<file path="src/rtl/div_pkg.sv">
// Shared types and helpers for the sequential restoring divider.
// Helpers work on a wide fixed width; callers size-cast the result back down.
package div_pkg;

    typedef enum logic [1:0] {
        IDLE = 2'd0,
        CALC = 2'd1,
        FIX  = 2'd2,
        DONE = 2'd3
    } state_t;

    localparam int MAX_W = 64;

    function automatic logic [MAX_W-1:0] neg(input logic [MAX_W-1:0] x);
        return ~x + MAX_W'(1);
    endfunction

    // Caller sign-extends x, so the MSB is the operand's sign bit.
    function automatic logic [MAX_W-1:0] abs_val(input logic [MAX_W-1:0] x);
        return x[MAX_W-1] ? neg(x) : x;
    endfunction

endpackage

</file>
<file path="src/rtl/div_step.sv">
// One restoring-division iteration: shift a quotient bit into the partial
// remainder, subtract the divisor when it fits, and record the quotient bit.
module div_step #(
    parameter int WIDTH = 8
) (
    input  logic [WIDTH:0]   rem_in,
    input  logic [WIDTH-1:0] q_in,
    input  logic [WIDTH-1:0] d,
    output logic [WIDTH:0]   rem_out,
    output logic [WIDTH-1:0] q_out
);

    logic [WIDTH+1:0] w_sh;
    logic             w_ge;

    assign w_sh    = {rem_in, q_in[WIDTH-1]};
    assign w_ge    = (w_sh >= {2'b00, d});
    assign rem_out = (WIDTH+1)'(w_ge ? (w_sh - {2'b00, d}) : w_sh);
    assign q_out   = {q_in[WIDTH-2:0], w_ge};

endmodule

</file>
<file path="src/rtl/seq_divider_param.sv">
// Multi-cycle restoring divider with start/done handshake, optional signed mode,
// divide-by-zero detection and the -2^(W-1)/-1 overflow case.
//
// Handshake: start is accepted on a rising edge only while busy=0; busy stays high
// from that edge until the edge that raises done, and done is a one-cycle pulse
// qualifying quo/rem/div_by_zero, which then hold until the next result.
module seq_divider_param
    import div_pkg::*;
#(
    parameter int WIDTH     = 8,
    parameter bit SIGNED_EN = 1'b1
) (
    input  logic             clk,
    input  logic             rst,
    input  logic             start,
    input  logic             signed_mode,
    input  logic [WIDTH-1:0] a,
    input  logic [WIDTH-1:0] b,
    output logic             busy,
    output logic             done,
    output logic [WIDTH-1:0] quo,
    output logic [WIDTH-1:0] rem,
    output logic             div_by_zero,
    output logic [1:0]       dbg_state
);

    localparam int               CNT_W    = $clog2(WIDTH);
    localparam logic [CNT_W-1:0] CNT_INIT = CNT_W'(WIDTH - 1);

    state_t             r_state, w_state_nx;
    logic [CNT_W-1:0]   r_cnt;
    logic [WIDTH:0]     r_rem;
    logic [WIDTH-1:0]   r_q, r_d;
    logic               r_neg_q, r_neg_r, r_dbz;
    logic               r_busy, r_done, r_dbz_out;
    logic [WIDTH-1:0]   r_quo, r_rem_out;

    logic               w_sgn;
    logic [MAX_W-1:0]   w_a_ext, w_b_ext;
    logic [WIDTH-1:0]   w_a_abs, w_b_abs, w_q_neg, w_r_neg, w_q_nx;
    logic [WIDTH:0]     w_rem_nx;

    assign w_sgn   = SIGNED_EN && signed_mode;
    assign w_a_ext = w_sgn ? MAX_W'($signed(a)) : MAX_W'(a);
    assign w_b_ext = w_sgn ? MAX_W'($signed(b)) : MAX_W'(b);
    // |-2^(W-1)| still fits because the magnitude is treated as unsigned.
    assign w_a_abs = WIDTH'(abs_val(w_a_ext));
    assign w_b_abs = WIDTH'(abs_val(w_b_ext));
    assign w_q_neg = WIDTH'(neg(MAX_W'(r_q)));
    assign w_r_neg = WIDTH'(neg(MAX_W'(r_rem)));

    div_step #(.WIDTH(WIDTH)) u_step (
        .rem_in  (r_rem),
        .q_in    (r_q),
        .d       (r_d),
        .rem_out (w_rem_nx),
        .q_out   (w_q_nx)
    );

    always_ff @(posedge clk) begin
        if (!rst) r_state <= IDLE;
        else      r_state <= w_state_nx;
    end

    always_comb begin
        w_state_nx = r_state;
        case (r_state)
            IDLE:    if (start) w_state_nx = (b == '0) ? DONE : CALC;
            CALC:    if (r_cnt == '0) w_state_nx = FIX;
            FIX:     w_state_nx = DONE;
            DONE:    w_state_nx = IDLE;
            default: w_state_nx = IDLE;
        endcase
    end

    always_ff @(posedge clk) begin
        if (!rst) begin
            r_cnt     <= '0;
            r_rem     <= '0;
            r_q       <= '0;
            r_d       <= '0;
            r_neg_q   <= 1'b0;
            r_neg_r   <= 1'b0;
            r_dbz     <= 1'b0;
            r_busy    <= 1'b0;
            r_done    <= 1'b0;
            r_dbz_out <= 1'b0;
            r_quo     <= '0;
            r_rem_out <= '0;
        end else begin
            r_done <= 1'b0;
            case (r_state)
                IDLE: begin
                    if (start) begin
                        r_busy  <= 1'b1;
                        r_neg_q <= w_sgn && (a[WIDTH-1] ^ b[WIDTH-1]);
                        r_neg_r <= w_sgn && a[WIDTH-1];
                        if (b == '0) begin
                            r_q   <= '1;
                            r_rem <= {1'b0, a};
                            r_dbz <= 1'b1;
                        end else begin
                            r_q   <= w_a_abs;
                            r_d   <= w_b_abs;
                            r_rem <= '0;
                            r_cnt <= CNT_INIT;
                            r_dbz <= 1'b0;
                        end
                    end
                end
                CALC: begin
                    r_q   <= w_q_nx;
                    r_rem <= w_rem_nx;
                    r_cnt <= r_cnt - CNT_W'(1);
                end
                FIX: begin
                    if (r_neg_q) r_q   <= w_q_neg;
                    if (r_neg_r) r_rem <= {1'b0, w_r_neg};
                end
                DONE: begin
                    r_busy    <= 1'b0;
                    r_done    <= 1'b1;
                    r_quo     <= r_q;
                    r_rem_out <= r_rem[WIDTH-1:0];
                    r_dbz_out <= r_dbz;
                end
                default: ;
            endcase
        end
    end

    assign busy        = r_busy;
    assign done        = r_done;
    assign quo         = r_quo;
    assign rem         = r_rem_out;
    assign div_by_zero = r_dbz_out;
    assign dbg_state   = r_state;

endmodule

</file>
<file path="config.mk">
export PLATFORM = sky130hd
export DESIGN_NAME = seq_divider_param
export DESIGN_NICKNAME = d
export VERILOG_FILES = /design/src/rtl/div_pkg.sv /design/src/rtl/div_step.sv /design/src/rtl/seq_divider_param.sv
export SDC_FILE = /design/constraint.sdc
export NUM_CORES = 1
export LEC_CHECK = 0
export ABC_AREA = 0
export ABC_CLOCK_PERIOD_IN_PS = 4300
export BUFFER_PORTS_ARGS = -buffer_cell sky130_fd_sc_hd__clkbuf_2
export CORE_MARGIN = 5
export CORE_UTILIZATION = 60
export CTS_BUF_LIST = sky130_fd_sc_hd__clkbuf_8
export CTS_CLUSTER_SIZE = 10
export DETAILED_ROUTE_END_ITERATION = 6
export GPL_TIMING_DRIVEN = 1
export MAX_ROUTING_LAYER = met4
export PLACE_DENSITY_LB_ADDON = 0.25
export RECOVER_POWER = 100
export SYNTH_ARGS = -nofsm -noshare
export SYNTH_HDL_FRONTEND = slang
export SYNTH_SLANG_ARGS = --single-unit
</file>
<file path="constraint.sdc">
create_clock -name clk -period 4.3 [get_ports clk]
set_input_delay 0.86 -clock clk [delete_from_list [all_inputs] [get_ports clk]]
set_output_delay 0.86 -clock clk [all_outputs]
set_load 0.02 [all_outputs]
</file>
==> summary.txt <==
Initial DRC Count -> 410
register bit total from synthesis -> 52
clk sinks -> 52
Fmax achieved -> 300 MHz
H-tree levels -> 2
Die W -> 86.5 µm
Via density -> 6.24
area leader, netlist -> dfxtp_1
CTS tree -> built
Hold Fails Final Rpt -> 0
Worst-path clk slew -> 0.09 ns
PortBufs -> 40
Relative slew margins -> -34.5%
R2R cell count -> 10
I/O pins -> 41
worst-path maximum fanout -> 9
Post-synth EDFFs -> 0
CP Depth -> 7
Post-synth ARST share -> 0%
first-pass GRT wire length -> 14,200 µm
Yosys top cell area share -> 29.7%
Die Area -> 0.00748 mm²
Row Count -> 27
die height -> 86.5 µm
WS Path Type -> in -> reg
GR Overflow Total -> 0
fin. max-slew vios -> 55
worst endpoint data arrival time -> 3.57 ns
Hold WS -> 0.475 ns
Cells after Synth -> 426
# hold bufs at CTS -> 0
Setup-failing EPs final -> 0
Root Driver -> clkbuf_8
Pre-antenna DRT Iters -> 5
Least-Margin Pin Slew -> 2.02 ns
Starting Density -> 62.6%
Syn Area/Cell -> 8.24 µm²
crit-path cells -> clkbuf_1 > or3_1 > nor4_1 > nor2_1 > a221oi_1 > a21oi_1 > nor2b_1
Worst EP required -> 4.54 ns
largest net degree at the start of global routing -> 55
Max Cap Viol -> 1
skew final -> 0.00564 ns
Synth area leaders -> dfxtp_1 30%, ha_1 6.4%, mux2i_1 5.4%
core area -> 0.00561 mm²
CTS resizes -> 0
register area share after synthesis -> 29.7%
share of cells above drive strength 1 -> 8.79%
Num CTS Buffers -> 5
Peak VDD IR -> 440 µV
distinct cell type count after synthesis -> 66
Syn Nets -> 465
detailed-placement wirelength estimate -> 6160 µm
synthesized cell area -> 0.00351 mm²
GR Util All Layers -> 23.9%
Via Count -> 3,287
n_diodes -> 0
P per Cell Area -> 586 mW/mm²
Placer Congestion -> 0.841
Sum Neg Setup Slack -> 0 ns
most common cell in the synthesized netlist -> dfxtp_1
period utilization -> 77.5%
crit path launch type -> input pin
ys flop type -> dfxtp_1
initial antenna violation count -> 0
Total Wirelength -> 8470 µm
Commonest cells post-synth -> 52 x dfxtp_1, 44 x nand2_1, 27 x inv_1
unrepaired setup endpoints after global routing -> no
largest stage delay on the critical path -> 1.16 ns
number of nets in the layout -> 493
Setup crit end kind -> register
number of global-route vias before repair -> 3,114
Slowest cell on crit path -> nor4_1
Synth Warn # -> 0
clk_lat worst skew -> 0.30 ns
Worst Hold Depth -> 2
Leak -> 0.00143 µW
Tightest Hold Check Type -> reg -> reg
DRC -> 0
remaining antenna violation count -> 0
WP buf/inv -> 1
violated checks -> max-capacitance violations, max-slew violations
postcts setup bufs -> 0
minimum clock period -> 3.33 ns
CTS Buffer Depth -> 2
WL/cell -> 16.1 µm
CP top delay family -> simple AND/OR/NAND/NOR gates
area grow syn2layout -> 5.56%
outcome -> complete, but fails checks
[where the power goes]
part | internal, µW | leakage [µW] | switching [µW]
sequential | 571 | 0.000424 | 98.2
combinational | 455 | 0.000958 | 762
clock | 129 | 0.0000510 | 158
[worst register-to-register path: stages, from the launching register on]
cell and delay (ns):
dfxtp_1 0.38, inv_1 0.08, ha_1 0.17, inv_1 0.06
fa_1 0.39, a21o_1 0.20, a2111oi_2 0.46, o31a_1 0.50
nand3_1 0.13, a31o_2 0.25, a21boi_0 0.14
[layer usage]
layer  share of wire, %  vias up  track usage (%)
li1                   -     1597                -
met1                 45     1541             30.9
met2                 47      136             38.7
met3                7.3       13             3.23
met4                1.4        0             7.51
met5                  0        -                -
[per-stage QoR]
step / setup slack [ns] / power [µW] / util, % / instance area [µm²] / std cells
2_1_floorplan: 1.91 / 1640 / - / 3510 / 426
3_3_place_gp: 1.65 / 1830 / 65.3 / 3660 / 519
3_5_place_dp: 1.55 / 1880 / 65.3 / 3660 / 519
4_1_cts: 1.52 / 2160 / 66.9 / 3750 / 527
5_1_grt: 0.779 / 2340 / 66.0 / 3700 / 527
6_report: 0.969 / 2170 / 66.0 / 3700 / 527
[logic make-up (layout without fill, tap and decap cells)]
logic type,count (synthesis),in the layout,share of synthesized area [%]
buf+inv,47,76,7.06
compound gates,122,122,24.1
xor+xnor,17,17,4.24
fa+ha+maj,19,19,6.99
simple gates,150,150,22.5
flops,52,52,29.7
mux,19,19,5.42
[final cells by class]
type / instances / area [µm²]
multi-input combinational: 327 / 2200
fill: 501 / 1900
sequential: 52 / 1040
timing repair buffer: 41 / 179
inverter: 27 / 101
tap: 72 / 90.1
clock buffer: 6 / 82.6
clock inverter: 2 / 10.0
[registers in the layout, summed over array words and instances, names as in the netlist, 2 cells and up]
register and count:
dbg_state 2, quo 8, r_cnt 3, r_d 8, r_q 8, r_rem 9
rem 8
[cell usage in the layout (no fill, tap or decap), types with 19 or more instances in the layout]
| master | netlist | final |
|---|---|---|
| nand2_1 | 44 | 44 |
| clkbuf_1 | 8 | 23 |
| o21ai_0 | 25 | 25 |
| inv_1 | 27 | 27 |
| nor2b_1 | 20 | 20 |
| mux2i_1 | 19 | 19 |
| a21oi_1 | 22 | 22 |
| nor2_1 | 19 | 19 |
| nand3_1 | 24 | 24 |
| dfxtp_1 | 52 | 52 |
[path summary, 6_finish.rpt]
kind         startpoint  endpoint  slack [ns]
max                b[4]    r_q[1]        0.97
min              r_d[7]    r_d[7]        0.48
max reg2reg      r_q[7]  r_rem[0]        1.47
min reg2reg      r_d[7]    r_d[7]        0.48
Power figures use the tool's default switching activity.
